### src/rtl/dm_pkg.sv
// Shared definitions for the M-stage data-memory controller: op codes,
// FSM state encoding and store-lane helpers.
package dm_pkg;

    localparam logic [2:0] DM_W  = 3'd0;
    localparam logic [2:0] DM_H  = 3'd1;
    localparam logic [2:0] DM_B  = 3'd2;
    localparam logic [2:0] DM_HU = 3'd3;
    localparam logic [2:0] DM_BU = 3'd4;

    typedef enum logic [1:0] {
        ST_IDLE   = 2'd0,
        ST_CPU_RD = 2'd1,
        ST_DMA_RD = 2'd2
    } dm_state_e;

    function automatic logic dm_is_half(input logic [2:0] op);
        return (op == DM_H) || (op == DM_HU);
    endfunction

    function automatic logic dm_is_byte(input logic [2:0] op);
        return (op == DM_B) || (op == DM_BU);
    endfunction

    // Undefined op codes produce no byte enables so a bad store writes nothing.
    function automatic logic [3:0] dm_byte_en(input logic [2:0] op, input logic [1:0] a);
        logic [3:0] be;
        be = 4'b0000;
        if (op == DM_W)
            be = 4'b1111;
        else if (dm_is_half(op))
            be = a[1] ? 4'b1100 : 4'b0011;
        else if (dm_is_byte(op))
            be = 4'b0001 << a;
        return be;
    endfunction

    function automatic logic [31:0] dm_wdata_rep(input logic [2:0] op, input logic [31:0] wd);
        logic [31:0] r;
        r = wd;
        if (dm_is_half(op))
            r = {2{wd[15:0]}};
        else if (dm_is_byte(op))
            r = {4{wd[7:0]}};
        return r;
    endfunction

endpackage

### src/rtl/dm_load_ext.sv
// Sub-word load extraction: selects the addressed half/byte of a RAM word
// and sign- or zero-extends it according to the load op.
module dm_load_ext
    import dm_pkg::*;
(
    input  logic [31:0] word,
    input  logic [1:0]  addr,
    input  logic [2:0]  op,
    output logic [31:0] result
);

    logic [15:0] half_v;
    logic [7:0]  byte_v;

    always_comb begin
        half_v = addr[1] ? word[31:16] : word[15:0];
        unique case (addr)
            2'd0:    byte_v = word[7:0];
            2'd1:    byte_v = word[15:8];
            2'd2:    byte_v = word[23:16];
            default: byte_v = word[31:24];
        endcase
    end

    always_comb begin
        result = 32'h0;
        case (op)
            DM_W:    result = word;
            DM_H:    result = {{16{half_v[15]}}, half_v};
            DM_HU:   result = {16'h0, half_v};
            DM_B:    result = {{24{byte_v[7]}}, byte_v};
            DM_BU:   result = {24'h0, byte_v};
            default: result = 32'h0;
        endcase
    end

endmodule

### src/rtl/m_dm_arbiter.sv
// M-stage data-memory controller: shares one synchronous RAM between the CPU
// load/store port and a DMA word port. Optional macro DM_ALIGN_CHECK_EN
// enables misalignment detection on CPU accesses.
//
// state     | meaning
// ----------+--------------------------------------------
// ST_IDLE   | arbitrate; issue stores/reads, stores finish here
// ST_CPU_RD | RAM word for a CPU load arrives, extract and complete
// ST_DMA_RD | RAM word for a DMA read arrives, return it raw
module m_dm_arbiter
    import dm_pkg::*;
#(
    parameter int ADDR_W     = 12,
    parameter int STARVE_MAX = 4
) (
    input  logic              clk,
    input  logic              reset,
    input  logic              cpu_req,
    input  logic              cpu_we,
    input  logic [2:0]        cpu_op,
    input  logic [31:0]       cpu_addr,
    input  logic [31:0]       cpu_wdata,
    output logic              cpu_ready,
    output logic [31:0]       cpu_rdata,
    output logic              cpu_stall,
    output logic              cpu_err,
    input  logic              dma_req,
    input  logic              dma_we,
    input  logic [31:0]       dma_addr,
    input  logic [31:0]       dma_wdata,
    output logic              dma_gnt,
    output logic              dma_rvalid,
    output logic [31:0]       dma_rdata,
    output logic              mem_en,
    output logic [3:0]        mem_we,
    output logic [ADDR_W-1:0] mem_addr,
    output logic [31:0]       mem_wdata,
    input  logic [31:0]       mem_rdata
);

    localparam int CW = $clog2(STARVE_MAX + 1);
    localparam logic [CW-1:0] STARVE_LIM = CW'(STARVE_MAX);

    dm_state_e   state;
    logic [CW-1:0] starve_cnt;
    logic [2:0]  lat_op;
    logic [1:0]  lat_a;

    logic        cpu_mis;
    logic        dma_win;
    logic        cpu_win;
    logic [31:0] ext_data;
    logic        unused_bits;

`ifdef DM_ALIGN_CHECK_EN
    assign cpu_mis = (dm_is_half(cpu_op) && cpu_addr[0]) ||
                     ((cpu_op == DM_W) && (cpu_addr[1:0] != 2'b00));
`else
    assign cpu_mis = 1'b0;
`endif

    assign dma_win     = dma_req && (!cpu_req || (starve_cnt == STARVE_LIM));
    assign cpu_win     = cpu_req && !dma_win;
    assign unused_bits = ^{cpu_addr[31:ADDR_W+2], dma_addr[31:ADDR_W+2], dma_addr[1:0]};

    dm_load_ext u_load_ext (
        .word   (mem_rdata),
        .addr   (lat_a),
        .op     (lat_op),
        .result (ext_data)
    );

    // Outputs are forced low while reset is held so a pending request cannot
    // reach the RAM or produce a grant during reset.
    always_comb begin
        cpu_ready  = 1'b0;
        cpu_rdata  = 32'h0;
        cpu_err    = 1'b0;
        dma_gnt    = 1'b0;
        dma_rvalid = 1'b0;
        dma_rdata  = 32'h0;
        mem_en     = 1'b0;
        mem_we     = 4'b0000;
        mem_addr   = '0;
        mem_wdata  = 32'h0;
        if (reset) begin
            case (state)
                ST_IDLE: begin
                    if (dma_win) begin
                        dma_gnt   = 1'b1;
                        mem_en    = 1'b1;
                        mem_we    = dma_we ? 4'b1111 : 4'b0000;
                        mem_addr  = dma_addr[ADDR_W+1:2];
                        mem_wdata = dma_we ? dma_wdata : 32'h0;
                    end else if (cpu_win) begin
                        if (cpu_mis) begin
                            cpu_ready = 1'b1;
                            cpu_err   = 1'b1;
                        end else begin
                            mem_en   = 1'b1;
                            mem_addr = cpu_addr[ADDR_W+1:2];
                            if (cpu_we) begin
                                mem_we    = dm_byte_en(cpu_op, cpu_addr[1:0]);
                                mem_wdata = dm_wdata_rep(cpu_op, cpu_wdata);
                                cpu_ready = 1'b1;
                            end
                        end
                    end
                end
                ST_CPU_RD: begin
                    cpu_ready = 1'b1;
                    cpu_rdata = ext_data;
                end
                ST_DMA_RD: begin
                    dma_rvalid = 1'b1;
                    dma_rdata  = mem_rdata;
                end
                default: ;
            endcase
        end
    end

    assign cpu_stall = reset & cpu_req & ~cpu_ready;

    always_ff @(posedge clk or negedge reset) begin
        if (!reset) begin
            state      <= ST_IDLE;
            starve_cnt <= '0;
            lat_op     <= 3'd0;
            lat_a      <= 2'd0;
        end else begin
            case (state)
                ST_IDLE: begin
                    if (dma_win) begin
                        starve_cnt <= '0;
                        if (!dma_we)
                            state <= ST_DMA_RD;
                    end else if (cpu_win) begin
                        if (!dma_req)
                            starve_cnt <= '0;
                        else if (starve_cnt != STARVE_LIM)
                            starve_cnt <= starve_cnt + 1'b1;
                        if (!cpu_we && !cpu_mis) begin
                            state  <= ST_CPU_RD;
                            lat_op <= cpu_op;
                            lat_a  <= cpu_addr[1:0];
                        end
                    end else begin
                        starve_cnt <= '0;
                    end
                end
                ST_CPU_RD, ST_DMA_RD: begin
                    state <= ST_IDLE;
                    if (!dma_req)
                        starve_cnt <= '0;
                end
                default: state <= ST_IDLE;
            endcase
        end
    end

endmodule

### config.mk
export PLATFORM = sky130hd
export DESIGN_NAME = m_dm_arbiter
export DESIGN_NICKNAME = d
export VERILOG_FILES = /design/src/rtl/dm_pkg.sv /design/src/rtl/dm_load_ext.sv /design/src/rtl/m_dm_arbiter.sv
export SDC_FILE = /design/constraint.sdc
export NUM_CORES = 1
export LEC_CHECK = 0
export CAP_MARGIN = 20
export CORE_AREA = 5 5 109 111
export CTS_BUF_LIST = sky130_fd_sc_hd__clkbuf_8
export DETAILED_ROUTE_END_ITERATION = 8
export DIE_AREA = 0 0 114 116
export PLACE_DENSITY = 0.74
export SYNTH_ARGS = -nofsm -noshare
export SYNTH_HDL_FRONTEND = slang
export SYNTH_SLANG_ARGS = --single-unit
export TNS_END_PERCENT = 100
### constraint.sdc
create_clock -name clk -period 2.02 [get_ports clk]
set_input_delay 0.404 -clock clk [delete_from_list [all_inputs] [get_ports clk]]
set_output_delay 0.404 -clock clk [all_outputs]
set_load 0.05 [all_outputs]
Word-level counts from Yosys, hierarchy flattened. Cells that the tools add are included. W data, S select, Z words.

Add/subtract/negate cells: 1. Multipliers: 0. Divide/modulo/power cells: 0. Order comparisons: 0. Equality and inequality tests: 19. Shifts and indexed selects: 1. Mux-type cells: 54. Bitwise operators: 5. Reductions and logical operators: 16.

Operators by type and width (count): $mux W32 (12); $pmux W32 S5 (1); $mux W12 (4); $mux W4 (10); $pmux W8 S3 (1); $mux W16 (1); $mux W3 (5); $mux W1 (13); $eq A3 B2 Y1 const B (4); $ne A3 B3 Y1 const B (4); $mux W2 (5); $eq A3 B3 Y1 const B (3); $eq A3 B1 Y1 const B (2); $logic_not A3 Y1 (2); $pmux W3 S2 (1); $reduce_and A3 Y1 (2); $ne A5 B5 Y1 const B (1); $eq A2 B1 Y1 const B (2); $eq A2 B2 Y1 const B (2); $logic_not A2 Y1 (2); $reduce_and A4 Y1 (1); $shl A1 B2 Y4 const A (1); $add A3 B1 Y3 const B (1); $logic_or A1 B1 Y1 (3); 8 further kinds (13).

Register bits: 10. Bits in latches: 0. RAM bits: 0. ROM bits: 0. Bits of input ports: 169. Output and inout port bits: 118. Word-level logic and storage cells: 100. Memories: 0.

Longest topological paths before layout. Gate-level depths: netlist of the first run.

Word-level depth: 11. Gate-level depth with buffers: 8. Gate-level depth less buffers: 6.

Modules after synthesis. Synthesis of the first run repeated with hierarchy kept, for this count alone.

Cells, all modules: 477. Area, all modules: 3375.7 µm².

By module, submodules not included: m_dm_arbiter (times used 1, cells each 337, area each 2356.0 µm², seq. area each 250.2 µm²); dm_load_ext (times used 1, cells each 140, area each 1019.7 µm², seq. area each 0.0 µm²).

Worst setup path before layout of the first run. No wires, ideal clock.

Kind: register to output. Start: register starve_cnt[0]. End: output port mem_wdata[14]. Data arrival time: 2.117 ns. Data required time: 1.616 ns. Setup slack: -0.501 ns. Stages on the path, launching flop included: 9. Path buffers: 2. Cell sequence: dfrtp_1 inv_1 ha_1 nand3_1 and3_1 buf_2 nand3_1 buf_2 o2bb2ai_1.

Word-level cells in the longest chain between the ends: 9.

Ends and longest elaborated chain: from (decl) (line m_dm_arbiter.sv:45) `logic [CW-1:0] starve_cnt;`; from (signal assigned) (line m_dm_arbiter.sv:142) `starve_cnt <= starve_cnt + 1'b1;`; $eq A3 B3 Y1 (*) (line m_dm_arbiter.sv:62) `assign dma_win = dma_req && (!cpu_req || (starve_cnt == STARVE_LIM));`; $logic_or A1 B1 Y1 (*) (line m_dm_arbiter.sv:62); $logic_and A1 B1 Y1 (*) (line m_dm_arbiter.sv:62); $logic_not A1 Y1 (line m_dm_arbiter.sv:63) `assign cpu_win = cpu_req && !dma_win;`; $logic_and A1 B1 Y1 (line m_dm_arbiter.sv:63); $mux W32 (line m_dm_arbiter.sv:95) `end else if (cpu_win) begin`; $mux W32 (*) (line m_dm_arbiter.sv:89) `if (dma_win) begin`; $mux W32 (*) (line m_dm_arbiter.sv:87) `case (state)`; $mux W32 (*) (line m_dm_arbiter.sv:86) `if (reset) begin`; to (decl) (line m_dm_arbiter.sv:37) `output logic [31:0] mem_wdata,`.

Mark *: on every way between the ends. The rest lies on a longest branch, timed or not.

Final worst setup path of the first run.
Start: input port mem_rdata[15]. End: output port cpu_rdata[29].

Word-level cells in the longest chain between the ends: 4. Elaborated cells between the ends (all ways): 5. Classes of those cells: mux (5).

Ends and longest elaborated chain: from (decl) (line m_dm_arbiter.sv:38) `input logic [31:0] mem_rdata`; $pmux W8 S3 or $mux W16 (tied branches) (line dm_load_ext.sv:17, dm_load_ext.sv:16); $pmux W32 S5 (*) (line dm_load_ext.sv:27) `case (op)`; $mux W32 (*) (line m_dm_arbiter.sv:87); $mux W32 (*) (line m_dm_arbiter.sv:86); to (decl) (line m_dm_arbiter.sv:24) `output logic [31:0] cpu_rdata,`.

Marks and branches as above.

==> key figures, run 1 <==
Status
  • Outcome: finished, violations left
  • Failing checks: negative setup slack

Setup path
  • Critical path's top delay family: buffers and inverters
  • Crit path cell chain: clkdlybuf4s15_1, mux4_2, a32oi_4, buf_6, a21oi_4, buf_12
  • Buf+Inv Stages, Crit Path: 3
  • WS Path Type: input port to primary output
  • Arr. time, crit path: 1.95 ns
  • Crit path max-delay cell type: mux4_2
  • CP max FO: 5
  • Worst path required time: 1.62 ns
  • CP peak stage delay: 0.55 ns
  • CP Launch Type: input port
  • CP endpoint kind: primary output

Synthesis
  • Unique masters post-synth: 46
  • Primary FF master, synth: dfrtp_1
  • Area fraction of the dominant cell type after synthesis: 0.0887
  • Sequential-to-total area share from yosys stat: 0.0887
  • Area leader, netlist: dfrtp_1
  • Most common library cells after synthesis: and3_1 (36), nor2_1 (32), a21oi_1 (26), o21ai_0 (26), a22oi_1 (23)
  • Most frequent cell after synthesis: and3_1
  • Net Count, Synth: 563
  • Post-synthesis cell area: 0.00282 mm^2
  • Synth top area cells: dfrtp_1 (8.9%), and3_1 (8.0%), mux4_2 (6.4%)
  • Flip-flop and latch count after synthesis: 10
  • Count of flip-flops with a built-in enable after synthesis: 0
  • Mapped Avg Cell Area: 7.25 um^2
  • Yosys warning count: 0
  • Asr flop ratio synth: 1.00
  • Cells after Synth: 389

Timing
  • Hold_ws: 0.308 ns
  • Setup violators final: 84
  • Tmin final: 2.35 ns
  • Slew Limit Fails: 0
  • Final Skew: 0.00731 ns
  • Final count of hold timing violations: 0
  • Setup ws final: -0.335 ns
  • Fmax: 425 MHz
  • Fin crit share: 1.17
  • Setup TNS: -18.73 ns
  • Unrepaired setup endpoints after global routing: true

Clocking
  • CTS tree: yes
  • H-tree levels: 1
  • Hold-fix buffers at CTS: 0
  • Worst-path clk slew: 0.05 ns
  • Clock latency on the worst-skew pair: 0.24 ns
  • Clk sink count: 10
  • CTS buffer count: 3
  • Maximum clock path buffer count: 2
  • Clock Root Buffer: clkbuf_8

Placed design
  • Post-DP HPWL: 15.0 mm
  • RD Place Congestion: 0.977
  • Port Buffer Count: 247
  • Post-DP Area: 0.00795 mm^2
  • Dpl cells: 835
  • DP Worst Slack: -0.646 ns

Detailed routing
  • DRC: 0
  • DR iter-0 viols: 305
  • Vias: 5,065
  • Final WL: 21.2 mm
  • Routed vias/inst: 5.82
  • Wire per inst: 24.4 um
  • Drt pass-1 iters: 7
  • Post-DRT Antenna Nets: 0

Global routing
  • Largest net degree at the start of global routing: 35
  • Grt met1 use: 0.324
  • Busiest grt layer: met2
  • Met3 usage: 0.0684
  • Vias in the first global route: 5,392
  • GRT Total Usage: 0.298
  • Global-route wire length before repair: 31.1 mm
  • Initial antenna violation count: 3
  • Grt total ovfl: 0
  • Met2 track demand over resource: 0.568

Floorplan
  • Starting density of the core: 0.264
  • Die Width: 114 um
  • I/O pins: 287
  • Die ar.: 0.0132 mm^2
  • Placeable Area: 0.0107 mm^2
  • DIE HEIGHT: 116 um
  • Row cnt: 38

Pwr
  • Pwr Total: 5.14 mW
  • Power Dens Cells: 574 mW/mm^2
  • P_leak: 3.52 nW
  • Worst VDD drop: 0.326 mV

Finish
  • Fin area: 0.00894 mm^2
  • Post-layout instance count excluding filler cells: 870
  • Post-layout util: 0.836
  • Area added between synthesis and finish: 217%
  • Fraction of layout cells with a size suffix above 1: 0.582
  • # nets final: 903

Hold path
  • HP Class: input port to asynchronous set/reset pin

Flow run
  • Max cap viols: 0
sequential cells by signal, indices dropped and copies added, names as in the netlist:
name,count
state,2
lat_a,2
starve_cnt,3
lat_op,3
final timing paths:
kind | startpoint | endpoint | slack, ns | depth (start not counted)
worst max-delay path | mem_rdata[15] | cpu_rdata[29] | -0.33 | 6
worst min register to register | lat_op[1]$_DFFE_PN0P_ | lat_op[1]$_DFFE_PN0P_ | 0.65 | 1
worst min-delay path | reset | state[0]$_DFFE_PN0P_ | 0.31 | 2
max in group asynchronous | reset | lat_op[1]$_DFFE_PN0P_ | 1.49 | 2
worst max register to register | starve_cnt[1]$_DFFE_PN0P_ | starve_cnt[2]$_DFFE_PN0P_ | 0.27 | 7
min in group clk | cpu_op[0] | lat_op[0]$_DFFE_PN0P_ | 0.64 | 3
report_power, final:
group	switching [mW]	total [mW]	internal, mW	leakage [nW]
Clock	0.0790	0.210	0.131	0.0216
Sequential	0.0929	0.355	0.262	0.124
Combinational	2.31	4.57	2.26	3.38
placed cells by master, fill, tap and decap left out, types with 4 or more instances in the layout:
cell type / instances
a21oi_1: 7
a21oi_2: 10
a21oi_4: 10
a22o_4: 11
a22oi_1: 9
a22oi_2: 14
a2bb2oi_2: 6
a32o_2: 8
and3_1: 30
and3_4: 7
buf_12: 133
buf_4: 91
buf_6: 18
clkdlybuf4s50_1: 108
dfrtp_1: 8
dlygate4sd2_1: 16
inv_2: 4
mux2_2: 7
mux2i_1: 4
mux2i_2: 6
mux2i_4: 8
mux4_2: 8
nand2_1: 20
nand2b_1: 5
nor2_1: 9
nor2_2: 7
nor2_4: 18
nor2b_1: 10
nor3_1: 10
o21a_1: 8
o21ai_0: 15
o21ai_1: 8
o221ai_1: 6
o22ai_1: 7
o2bb2ai_4: 16
cells by family (layout without fill, tap and decap cells):
family / count (synthesis) / in the layout / share of synthesized area
other: 1 / 4 / 0.00133
xor gates and xnor gates: 3 / 3 / 0.0120
AOI/OAI and AO/OA: 151 / 151 / 0.389
DFF: 10 / 10 / 0.0887
buffers and inverters: 53 / 390 / 0.0843
adders and majority gates: 5 / 5 / 0.0222
and+or+nand+nor: 133 / 134 / 0.245
muxes: 33 / 33 / 0.157
what timing repair did:
| item | 4_1_cts | 5_1_grt |
|---|---|---|
| endpoints found under the setup margin | 117 | 117 |
| cloned | 7 | 1 |
| resized for setup | 154 | 29 |
| buffers inserted | 19 | 7 |
| pin swaps | 47 | 22 |
per-layer routing:
metal,vias up,part of all wire
met5,-,0
li1,2186,-
met3,55,0.10
met1,2448,0.34
met4,0,0.037
met2,376,0.52
layout make-up:
type                    count  area (um^2)
well taps                 140          175
repair inverters            1         7.51
inverters                   8         33.8
repair buffers            378         4950
flip-flops and latches     10          253
diodes                      3         7.51
fillers                   520         1760
multi-input cells         327         3470
clock buffers               3         41.3
Power figures use the tool's default switching activity.
==> run 2, diff against run 1 <==
Settings changed: TNS_END_PERCENT 100 to 20.
==> key figures, run 2 (synthesis results as in run 1) <==
Timing
  • Tmin final: 2.38 ns
  • Final count of hold timing violations: 0
  • Setup ws final: -0.363 ns
  • Fin crit share: 1.18
  • Setup violators final: 83
  • Setup TNS: -22.87 ns
  • Final Skew: 0.00508 ns
  • Unrepaired setup endpoints after global routing: true
  • Fmax: 420 MHz
  • Slew Limit Fails: 0
  • Hold_ws: 0.458 ns

Status
  • Outcome: finished, violations left
  • Failing checks: negative setup slack

Detailed routing
  • Final WL: 20.9 mm
  • Post-DRT Antenna Nets: 0
  • DRT met1 WL: 7.22 mm
  • DRC: 0
  • DR iter-0 viols: 407
  • Top Layer Used: met4
  • Vias: 4,988
  • Wire per inst: 24.5 um
  • Routed vias/inst: 5.85
  • Metal2 WL: 11.0 mm
  • Drt pass-1 iters: 5
  • WL met3: 1.81 mm

Clocking
  • Hold-fix buffers at CTS: 0
  • Maximum clock path buffer count: 2
  • CTS buffer count: 3
  • Clock latency on the worst-skew pair: 0.24 ns
  • CTS tree: yes
  • Worst-path clk slew: 0.05 ns
  • H-tree levels: 1
  • Clk sink count: 10
  • Clock Root Buffer: clkbuf_8

Finish
  • Fraction of layout cells with a size suffix above 1: 0.547
  • Post-layout instance count excluding filler cells: 852
  • Most common cell after layout, fill and taps aside: buf_12
  • Footprint of the multi-input gates: 0.00326 mm^2
  • Fin area: 0.00861 mm^2
  • Area added between synthesis and finish: 205%
  • Post-layout util: 0.804
  • # nets final: 886
  • Register area: 254 um^2
  • Commonest non-fill, non-tap cells in the layout: buf_12 (132), clkdlybuf4s50_1 (117), buf_4 (81), and3_1 (29), nand2_1 (20)
  • Largest regs: lat_op x3, starve_cnt x3
  • Fill count: 551

Setup path
  • Setup crit end: cpu_rdata[15]
  • Worst path required time: 1.62 ns
  • FF-to-FF path depth: 8
  • WS Path Type: flip-flop to primary output
  • FF-to-FF setup slack: 0.28 ns
  • CP peak stage delay: 0.59 ns
  • Arr. time, crit path: 1.98 ns
  • Reg-to-reg startpoint: starve_cnt[1]$_DFFE_PN0P_
  • Most Frequent Cell on Critical Path: buf_12
  • Reg2reg end: starve_cnt[0]$_DFFE_PN0P_
  • CP max FO: 6
  • CP endpoint kind: primary output
  • Crit path max-delay cell type: mux4_2
  • CP Launch Type: flip-flop
  • Setup crit start: lat_a[1]$_DFFE_PN0P_
  • Crit path cell chain: mux4_2, a32oi_4, buf_6, buf_12, a21oi_2, buf_12

Global routing
  • Grt total ovfl: 0
  • Largest net degree at the start of global routing: 45
  • GRT Total Usage: 0.289
  • Vias in the first global route: 5,398
  • Global-route wire length before repair: 30.3 mm
  • Initial antenna violation count: 1

Floorplan
  • I/O pins: 287
  • Row cnt: 38
  • Die ar.: 0.0132 mm^2
  • Starting density of the core: 0.264
  • Placeable Area: 0.0107 mm^2
  • Die Width: 114 um
  • DIE HEIGHT: 116 um

Placed design
  • DP Worst Slack: -0.733 ns
  • Post-DP HPWL: 14.7 mm
  • RD Place Congestion: 0.883
  • Port Buffer Count: 247
  • Dpl cells: 827
  • Post-DP Area: 0.00760 mm^2

Pwr
  • P_leak: 3.38 nW
  • Power Dens Cells: 577 mW/mm^2
  • Pwr Total: 4.96 mW
  • Worst VDD drop: 0.357 mV

Hold path
  • HP Class: input port to asynchronous set/reset pin

Flow run
  • Max cap viols: 0
==> run 2: changes by cell type in the layout (fill, tap and decap cells not counted), sizes merged, moves of 2 or more <==
| cell | change |
|---|---|
| buf | -17 |
| clkdlybuf4s50 | +9 |
| dlygate4sd2 | -7 |
| diode | -2 |
| dlymetal6s2s | -2 |
==> run 2: report_power, final <==
group          leakage (nW)  internal, mW  switching, mW
Sequential            0.123         0.263         0.0911
Clock                0.0288         0.172         0.0830
Combinational          3.22          2.13           2.23
Total                  3.38          2.56           2.40
==> run 2: metal layers <==
| metal | vias to the layer above | global-route usage |
|---|---|---|
| li1 | 2157 | - |
| met1 | 2423 | 0.293 |
| met2 | 350 | 0.565 |
| met3 | 58 | 0.0653 |
| met4 | 0 | 0.123 |
| met5 | - | 0 |
==> run 2: layout make-up <==
class	count	area share
Timing Repair Buffer	362	0.560
Multi-Input combinational cell	327	0.379
Sequential cell	10	0.0295
Tap cell	140	0.0204
Clock buffer	4	0.00640
Inverter	8	0.00393
Antenna cell	1	0.000291
==> run 2: worst min-delay path by stage <==
stage                              start                         to  cells past startpoint
2_1_floorplan                      reset       lat_a[0]$_DFFE_PN0P_                      0
3_3_place_gp   starve_cnt[1]$_DFFE_PN0P_  starve_cnt[1]$_DFFE_PN0P_                      2
3_5_place_dp   starve_cnt[1]$_DFFE_PN0P_  starve_cnt[1]$_DFFE_PN0P_                      2
4_1_cts                            reset       state[1]$_DFFE_PN0P_                      3
5_1_grt                            reset  starve_cnt[0]$_DFFE_PN0P_                      3
6_report                           reset  starve_cnt[0]$_DFFE_PN0P_                      3
==> run 2: timing repair <==
action / in CTS / in global routing
setup endpoints to repair: 116 / 101
cloned: 4 / 1
resized for setup: 139 / 36
buffers inserted: 14 / 1
pin swaps: 36 / 14
==> run 2: worst max-delay path: cells and delay by family (launching register included) <==
family	cells	cell delay, ns
multiplexers	1	0.59
buffers and inverters	3	0.46
flip-flops	1	0.38
AO/OA/AOI/OAI	2	0.31
